`config.mk`:
```
export PLATFORM = sky130hd
export DESIGN_NAME = bram_vector_loader
export DESIGN_NICKNAME = d
export VERILOG_FILES = /design/src/rtl/bram_vector_loader_pkg.sv /design/src/rtl/bram_vector_loader_lat_pipe.sv /design/src/rtl/bram_vector_loader.sv
export SDC_FILE = /design/constraint.sdc
export NUM_CORES = 1
export LEC_CHECK = 0
export CORE_MARGIN = 2
export CORE_UTILIZATION = 40
export CTS_CLUSTER_SIZE = 20
export DETAILED_ROUTE_END_ITERATION = 12
export PLACE_DENSITY = 0.65
export SLEW_MARGIN = 20
export SYNTH_ARGS = -nofsm -noshare
export SYNTH_HDL_FRONTEND = slang
export SYNTH_SLANG_ARGS = --single-unit
export TNS_END_PERCENT = 30
```
`constraint.sdc`:
```
create_clock -name clk -period 3.1 [get_ports clk]
set_clock_uncertainty 0.05 [all_clocks]
set_input_delay 0.775 -clock clk [delete_from_list [all_inputs] [get_ports clk]]
set_output_delay 0.775 -clock clk [all_outputs]
set_load 0.02 [all_outputs]
```
`src/rtl/bram_vector_loader_pkg.sv`:
```
`default_nettype none
// ============================================================================
// Module      : bram_vector_loader_pkg
// Description : Loader FSM state type and per-operand default geometry.
// Revision    : 1.0 - initial release
// ============================================================================
package bram_vector_loader_pkg;

  typedef enum logic [1:0] {
    IDLE  = 2'd0,
    FETCH = 2'd1,
    DRAIN = 2'd2,
    DONE  = 2'd3
  } loader_state_e;

  localparam int LOADER_DATA_WIDTH = 8;

  // Weight-operand instance geometry
  localparam int W_DEPTH  = 16;
  localparam int W_ADDR_W = 10;

  // Attention-vector operand instance geometry
  localparam int A_DEPTH  = 16;
  localparam int A_ADDR_W = 10;

endpackage
`default_nettype wire

```
`src/rtl/bram_vector_loader_lat_pipe.sv`:
```
`default_nettype none
// ============================================================================
// Module      : bram_vector_loader_lat_pipe
// Description : LATENCY-deep valid+index shift register that follows each
//               issued BRAM read until its data appears on the read port.
// Revision    : 1.0 - initial release
// ============================================================================
module bram_vector_loader_lat_pipe
  import bram_vector_loader_pkg::*;
#(
  parameter int LATENCY = 2,
  parameter int IDX_W   = 4
) (
  input  logic             clk,
  input  logic             rst_n,
  input  logic             valid_i,
  input  logic [IDX_W-1:0] idx_i,
  output logic             valid_o,
  output logic [IDX_W-1:0] idx_o
);

  logic [LATENCY-1:0] valid_q;
  logic [IDX_W-1:0]   idx_q [LATENCY];

  always_ff @(posedge clk or negedge rst_n) begin
    if (!rst_n) begin
      valid_q <= '0;
      for (int i = 0; i < LATENCY; i++) begin
        idx_q[i] <= '0;
      end
    end else begin
      valid_q[0] <= valid_i;
      idx_q[0]   <= idx_i;
      for (int i = 1; i < LATENCY; i++) begin
        valid_q[i] <= valid_q[i-1];
        idx_q[i]   <= idx_q[i-1];
      end
    end
  end

  assign valid_o = valid_q[LATENCY-1];
  assign idx_o   = idx_q[LATENCY-1];

endmodule
`default_nettype wire

```
`src/rtl/bram_vector_loader.sv`:
```
`default_nettype none
// ============================================================================
// Module      : bram_vector_loader
// Description : Fetches DEPTH consecutive BRAM words from a runtime base into a
//               register array exposed as a flat vector and random-access
//               read ports. LOADER_CHECKSUM_EN adds a running word sum output.
// Revision    : 1.0 - initial release
// ============================================================================
module bram_vector_loader
  import bram_vector_loader_pkg::*;
#(
  parameter int DATA_WIDTH   = LOADER_DATA_WIDTH,
  parameter int DEPTH        = 16,
  parameter int ADDR_W       = 10,
  parameter int BRAM_LATENCY = 2,
  parameter int NUM_RD_PORTS = 4,
  parameter int IDX_W        = $clog2(DEPTH)
) (
  input  logic                               clk,
  input  logic                               rst_n,
  input  logic                               load_valid_i,
  input  logic [ADDR_W-1:0]                  base_addr_i,
  output logic                               ready_o,
  output logic                               busy_o,
  output logic                               bram_enb,
  output logic [ADDR_W-1:0]                  bram_addrb,
  input  logic [DATA_WIDTH-1:0]              bram_dout,
  output logic [DEPTH*DATA_WIDTH-1:0]        vec_o,
  input  logic [NUM_RD_PORTS*IDX_W-1:0]      rd_idx_i,
  output logic [NUM_RD_PORTS*DATA_WIDTH-1:0] rd_data_o
`ifdef LOADER_CHECKSUM_EN
  ,
  output logic [DATA_WIDTH+$clog2(DEPTH)-1:0] checksum_o
`endif
);

  localparam logic [IDX_W-1:0] LAST_IDX = IDX_W'(DEPTH - 1);
  localparam int               EXT_N    = 2 ** IDX_W;

  loader_state_e           state_q, state_d;
  logic [ADDR_W-1:0]       base_q, base_d;
  logic [IDX_W-1:0]        cnt_q, cnt_d;
  logic                    start_load;
  logic                    wr_en;
  logic [IDX_W-1:0]        wr_idx;
  logic [DATA_WIDTH-1:0]   arr_q [DEPTH];
  logic [DATA_WIDTH-1:0]   arr_ext [EXT_N];

  always_ff @(posedge clk or negedge rst_n) begin
    if (!rst_n) begin
      state_q <= IDLE;
      base_q  <= '0;
      cnt_q   <= '0;
    end else begin
      state_q <= state_d;
      base_q  <= base_d;
      cnt_q   <= cnt_d;
    end
  end

  always_comb begin
    state_d    = state_q;
    base_d     = base_q;
    cnt_d      = cnt_q;
    start_load = 1'b0;
    bram_enb   = 1'b0;
    bram_addrb = '0;
    busy_o     = 1'b0;
    ready_o    = 1'b0;
    unique case (state_q)
      IDLE: begin
        if (load_valid_i) begin
          base_d     = base_addr_i;
          cnt_d      = '0;
          start_load = 1'b1;
          state_d    = FETCH;
        end
      end
      FETCH: begin
        bram_enb   = 1'b1;
        bram_addrb = base_q + ADDR_W'(cnt_q);
        busy_o     = 1'b1;
        cnt_d      = cnt_q + 1'b1;
        if (cnt_q == LAST_IDX) begin
          state_d = DRAIN;
        end
      end
      DRAIN: begin
        busy_o = 1'b1;
        // Reads return in issue order, so the last index marks completion.
        if (wr_en && (wr_idx == LAST_IDX)) begin
          state_d = DONE;
        end
      end
      DONE: begin
        ready_o = 1'b1;
        if (!load_valid_i) begin
          state_d = IDLE;
        end
      end
      default: state_d = IDLE;
    endcase
  end

  bram_vector_loader_lat_pipe #(
    .LATENCY (BRAM_LATENCY),
    .IDX_W   (IDX_W)
  ) u_lat_pipe (
    .clk     (clk),
    .rst_n   (rst_n),
    .valid_i (bram_enb),
    .idx_i   (cnt_q),
    .valid_o (wr_en),
    .idx_o   (wr_idx)
  );

  always_ff @(posedge clk or negedge rst_n) begin
    if (!rst_n) begin
      for (int i = 0; i < DEPTH; i++) begin
        arr_q[i] <= '0;
      end
    end else begin
      for (int i = 0; i < DEPTH; i++) begin
        if (wr_en && (wr_idx == IDX_W'(i))) begin
          arr_q[i] <= bram_dout;
        end
      end
    end
  end

  for (genvar i = 0; i < DEPTH; i++) begin : g_vec
    assign vec_o[i*DATA_WIDTH +: DATA_WIDTH] = arr_q[i];
  end

  // Pad the array to the full index range so out-of-range reads return zero.
  for (genvar i = 0; i < EXT_N; i++) begin : g_ext
    if (i < DEPTH) begin : g_live
      assign arr_ext[i] = arr_q[i];
    end else begin : g_pad
      assign arr_ext[i] = '0;
    end
  end

  for (genvar p = 0; p < NUM_RD_PORTS; p++) begin : g_rd
    assign rd_data_o[p*DATA_WIDTH +: DATA_WIDTH] = arr_ext[rd_idx_i[p*IDX_W +: IDX_W]];
  end

`ifdef LOADER_CHECKSUM_EN
  localparam int CS_W = DATA_WIDTH + $clog2(DEPTH);
  logic [CS_W-1:0] csum_q;

  always_ff @(posedge clk or negedge rst_n) begin
    if (!rst_n) begin
      csum_q <= '0;
    end else if (start_load) begin
      csum_q <= '0;
    end else if (wr_en) begin
      csum_q <= csum_q + CS_W'(bram_dout);
    end
  end

  assign checksum_o = csum_q;
`endif

endmodule
`default_nettype wire
```
=== After elaboration in Yosys (flattened, before gate mapping) ===
Index checks and enable logic that the tools add are counted.

* Shift operators: 0
* Div/mod/pow operators: 0
* Bitwise gates (word level): 4
* $mul: 0
* $add $sub $neg: 2
* Multiplexer cells: 23
* Reductions and logical operators: 23
* Equality and inequality tests: 23
* $lt $le $gt $ge: 4

{| class="wikitable"
|+ Operators with widths
! cell !! count
|-
| binary-select mux 8 bit (select 4 bit) || 4
|-
| 2-to-1 mux 8 bit || 8
|-
| equality test 4 bit, second input constant || 9
|-
| greater-or-equal comparator 5 bit, second input constant || 4
|-
| inverter 4 -> 5 bit || 4
|-
| equality test 4 x 3 -> 1 bit, second input constant || 4
|-
| logical AND 1 bit || 16
|-
| adder 10 x 4 -> 10 bit || 1
|-
| 2-to-1 mux 10 bit || 1
|-
| equality test 4 x 2 -> 1 bit, second input constant || 2
|-
| 2-to-1 mux 2 bit || 4
|-
| inequality test 2 bit, second input constant || 4
|-
| case mux 2 bit (4 select lines) || 1
|-
| case mux 4 bit (2 select lines) || 1
|-
| adder 4 x 1 -> 4 bit, second input constant || 1
|-
| equality test 2 bit, second input constant || 2
|-
| equality test 4 x 1 -> 1 bit, second input constant || 1
|-
| logical NOT 4 bit || 1
|-
| 2-to-1 mux 4 bit || 1
|-
| AND reduction 2 bit || 2
|-
| AND reduction 4 bit || 1
|-
| 2-to-1 mux 1 bit || 3
|-
| equality test 2 x 1 -> 1 bit, second input constant || 1
|-
| logical NOT 2 bit || 1
|-
| 2 further kinds || 2
|}

* Output and inout port bits: 173
* Input bits: 37
* Bits in registers: 154
* Logic and storage cells: 101
* Memories kept: 0
* Bits in writable memories: 0
* Latch bits: 0
* Memory bits (read-only): 0

=== Longest topological paths before layout ===
* Depth in word-level cells: 4
* Depth in mapped cells: 7
* Depth with buffers taken out: 7

=== Cells and area by module ===
From an unflattened synthesis, not the netlist that was laid out.

* Cell total of the unflattened synthesis: 690
* Area total of the unflattened synthesis: 9975.8 um^2

{| class="wikitable"
|+ Modules (own cells, without submodules)
! module !! sequential area each (um^2) !! cells an instance !! times used !! area each (um^2)
|-
| bram_vector_loader || 3603.5 || 676 || 1 || 9695.5
|-
| bram_vector_loader_lat_pipe || 250.2 || 14 || 1 || 280.3
|}

=== Worst setup path after synthesis ===
No wires, ideal clock.

* Kind: input -> output
* Start: in rd_idx_i[4]
* End: out rd_data_o[14]
* Arrival time: 1960 ps
* Buffers on the path: 2
* Required time: 2275 ps
* Path slack: 315 ps
* Cell stages on the path: 5
* Cell sequence: buf_2 buf_4 mux4_2 a22oi_1 nand2_1

* Cells in the longest elaborated chain, start to end: 4

{| class="wikitable"
|+ Ends and longest elaborated chain
! element !! RTL line !! RTL
|-
| start: declaration || bram_vector_loader.sv:29 || <nowiki>input logic [NUM_RD_PORTS*IDX_W-1:0] rd_idx_i,</nowiki>
|-
| inverter 4 -> 5 bit (implied by the code) || bram_vector_loader.sv:145 || <nowiki>assign rd_data_o[p*DATA_WIDTH +: DATA_WIDTH] = arr_ext[rd_idx_i[p*IDX_W +: IDX_W]];</nowiki>
|-
| binary-select mux 8 bit (select 4 bit) || bram_vector_loader.sv:145 ||
|-
| 2-to-1 mux 8 bit (implied by the code) (2 in a row) || bram_vector_loader.sv:145 ||
|-
| end: declaration || bram_vector_loader.sv:30 || <nowiki>output logic [NUM_RD_PORTS*DATA_WIDTH-1:0] rd_data_o</nowiki>
|}

Every way passes these cells. The select of a mux whose other input is x is not followed.

=== Final worst setup path ===
Ends and elaborated chain as after synthesis.

==> summary.md <==
| Metric | Value |
|---|---|
| Status | `complete, no violations` |
| Antenna violations before repair | `1` |
| First-pass GRT wire length | `~55 mm` |
| Slowest cell on crit path | `mux4_2` |
| Clock latency on the worst-skew pair | `0.42 ns` |
| Row count | `57` |
| Synth area leaders | `dfrtp_1 (38%), mux4_2 (29%), mux2_2 (14%)` |
| CP required | `about 2.3 ns` |
| Synth top area share | `a little under two fifths` |
| Cts bufs inserted | `17` |
| Endpoints failing hold | `0` |
| Count of boundary I/O pins | `210` |
| Largest net degree at the start of global routing | `around 70` |
| Hold path startpoint | `u_lat_pipe.idx_q[7]` |
| Footprint of the multi-input gates | `0.006003 mm^2` |
| Worst Hold Depth | `0` |
| Startpoint Class | `input port` |
| Setup slack, reg-to-reg | `1.16 ns` |
| Worst flop-to-flop path endpoint | `vec_o[95]` |
| Maxcap violations | `0` |
| Top FF cell, synth | `dfrtp_1` |
| Reg2reg path depth | `3` |
| Cell internal pwr | `between 6 and 7 mW` |
| Clock root buffer | `clkbuf_16` |
| Fillers | `slightly below 2000` |
| Final nets | `approximately 1000` |
| Hold WC Path Type | `flip-flop to flip-flop` |
| First-pass DRT Iterations | `5` |
| CTS tree | `done` |
| Arrival time worst endpoint | `about 2.3 ns` |
| Switch share | `38.31%` |
| GPL Wtd Cong | `approximately 0.9` |
| Clock power frac | `approximately a fifth` |
| Clk sinks | `roughly 150` |
| Post-route DRC | `0` |
| EDFF count, synth | `0` |
| Overall routing resource usage | `between 20% and 30%` |
| Core ar. | `0.02446 mm^2` |
| Max Slew Vio Count | `0` |
| Commonest cells in the netlist | `dfrtp_1 (154), mux4_2 (128), mux2_2 (122)` |
| Power Density | `between 700 and 800 mW/mm^2` |
| Net Sw Power | `between 3 and 4 mW` |
| Final HPWL DP | `around 26 mm` |
| Worst slew pin tran | `0.8041 ns` |
| Hold slack | `~0.30 ns` |
| Clk slew on worst S/H paths | `around 0.06 ns` |
| Crit path time final | `3.080 ns` |
| Storage element area | `between 0.003 and 0.004 mm^2` |
| FF+latch count, synth | `roughly 150` |
| Vias post-DR | `~8200` |
| Starting Density | `41.03%` |
| Avg Vias per Cell | `6.341` |
| Syn Area/Cell | `roughly 15 um^2` |
| Seq/Total Area, Yosys | `38.39%` |
| Post-DRT Antenna Nets | `0` |
| Wire length per cell | `around 28 um` |
| Critical path's most frequent cell | `buf_4` |
| Post-Syn Instances | `between 600 and 700` |
| Hold Path End | `u_lat_pipe.idx_o[3]` |
| Cell area after synthesis | `0.01004 mm^2` |
| H-tree levels | `4` |
| Synth Net Count | `between 700 and 800` |
| Routed wire length | `approximately 37 mm` |
| Crit Path Class | `input port to output pin` |
| Final setup fails | `0` |
| Width of the die | `roughly 160 um` |
| Total gr overflow | `0` |
| Max IR drop VDD | `~0.59 mV` |
| Yosys cell types | `between 40 and 50` |
| P_leak | `5.606 nW` |
| Vias in the first global route | `between 8000 and 9000` |
| CP Max Fanout | `14` |
| Hold-fix buffers, CTS | `0` |
| DR iter-0 viols | `approximately 730` |
| Achievable Freq | `~320 MHz` |
| Share of power burned in registers | `between 30% and 40%` |
| Area growth syn-to-layout | `38.73%` |
| Logic pwr share | `45.8%` |
| Die H | `162.4 um` |
| CP peak stage delay | `approximately 0.53 ns` |
| Ys async rst share | `between 90% and 100%` |
| Rel. slew slack | `approximately 46%` |
| R2R Path Start | `u_lat_pipe.idx_o[2]` |
| Crit end category | `output pin` |
| Total power | `between 10 and 15 mW` |
| Max Buffers Root-to-Sink | `2` |
| Area leader, netlist | `dfrtp_1` |
| RSZ-0062 raised after global routing | `yes` |
| Cell with the most instances after synthesis | `dfrtp_1` |
| Share of cells above drive strength 1 | `approximately half` |
| Period utilisation layout | `a little under 100%` |
| Worst path cell trace | `buf_2 > buf_12 > buf_4 > mux4_2 > a22oi_2 > nand2_2 > buf_4` |
| Port bufs | `209` |
| Yosys warnings | `0` |
| Die area | `around 0.026 mm^2` |
[how the worst max path moves through the flow]
stage           startpoint       endpoint  slack, ns  cells after the start
3_3_place_gp   rd_idx_i[6]  rd_data_o[14]      -0.61                      5
3_5_place_dp   rd_idx_i[2]   rd_data_o[1]      -0.66                      6
2_1_floorplan  rd_idx_i[4]  rd_data_o[14]       0.31                      5
6_report       rd_idx_i[4]  rd_data_o[14]       0.02                      7
4_1_cts           cnt_q[0]  bram_addrb[8]      -0.14                      8
5_1_grt           cnt_q[2]  bram_addrb[7]      -0.03                      6
[cell usage in the layout, fill, tap and decap left out, drive strengths merged, types with 9 or more instances in the layout]
cell,n
nand2b,10
nor2,24
nor2b,10
nand2,40
clkdlybuf4s50,156
inv,11
buf,122
mux4,128
a22oi,65
dfrtp,154
mux2,139
ha,9
clkbuf,25
[timing repair]
item                       CTS  global route
pin swaps                    1             6
gates cloned                 6             0
setup buffers                3             3
resized for setup          165            45
setup endpoints to repair   40            31
[power by group through the flow]
| stage | Sequential, mW | Clock [mW] | Combinational (mW) |
|---|---|---|---|
| 6_report | 3.37 | 2.19 | 4.70 |
| 5_1_grt | 3.46 | 2.30 | 4.94 |
| 4_1_cts | 3.35 | 2.22 | 4.68 |
| 3_5_place_dp | 3.38 | 0 | 4.67 |
| 3_3_place_gp | 3.34 | 0 | 4.65 |
| 2_1_floorplan | 3.57 | 0 | 2.26 |
[kinds of logic (layout without fill, tap and decap cells)]
kind of cell,Yosys count,count (layout),synth area share [%]
mux,270,270,45.21
flops,154,154,38.39
simple gates,105,105,5.273
compound gates,83,83,5.996
buf+inv,64,343,3.366
fa+ha+maj,10,10,1.321
xor+xnor,5,5,0.4363
other cells,0,1,0
[critical path, delay by kind of cell]
family | cells | cell delay [ns]
AOI/OAI and AO/OA | 1 | 0.19
buffers and inverters | 4 | 0.63
muxes | 1 | 0.53
and+or+nand+nor | 1 | 0.10
[area by class of cell]
cell class | instances | area share (%)
diodes | 1 | 0.01797
clock buffers | 19 | 3.181
clock inverters | 13 | 1.195
inverters | 9 | 0.2696
multi-input cells | 473 | 43.11
flip-flops and latches | 154 | 27.68
well taps | 324 | 2.911
repair buffers | 302 | 21.64
[registers in the layout, summed over array words and instances, names as in the netlist]
name                count
cnt_q                   4
base_q                 10
vec_o                 128
u_lat_pipe.idx_o        4
u_lat_pipe.idx_q        4
u_lat_pipe.valid_q      2
state_q                 2
[routing by layer]
| layer | part of all wire, % | track usage (%) | up-vias |
|---|---|---|---|
| li1 | - | - | 3303 |
| met1 | 38 | 37.13 | 4294 |
| met2 | 49 | 46.67 | 517 |
| met3 | 8.9 | 5.933 | 98 |
| met4 | 4.2 | 12.27 | 0 |
| met5 | 0 | 0 | - |
[metrics by stage]
stage          setup slack (ns)  utilization (%)  instances  instance area [um^2]  setup TNS, ns
2_1_floorplan            0.3146                -        691                 10040              0
6_report                0.02017            56.92       1295                 13920              0
3_3_place_gp            -0.6106            53.33       1250                 13050         -17.29
5_1_grt                -0.03256            56.91       1294                 13920       -0.04209
3_5_place_dp            -0.6636            53.33       1250                 13050         -17.58
4_1_cts                 -0.1367            56.84       1291                 13900        -0.3110
No activity file was read; power rests on OpenSTA's default activity.
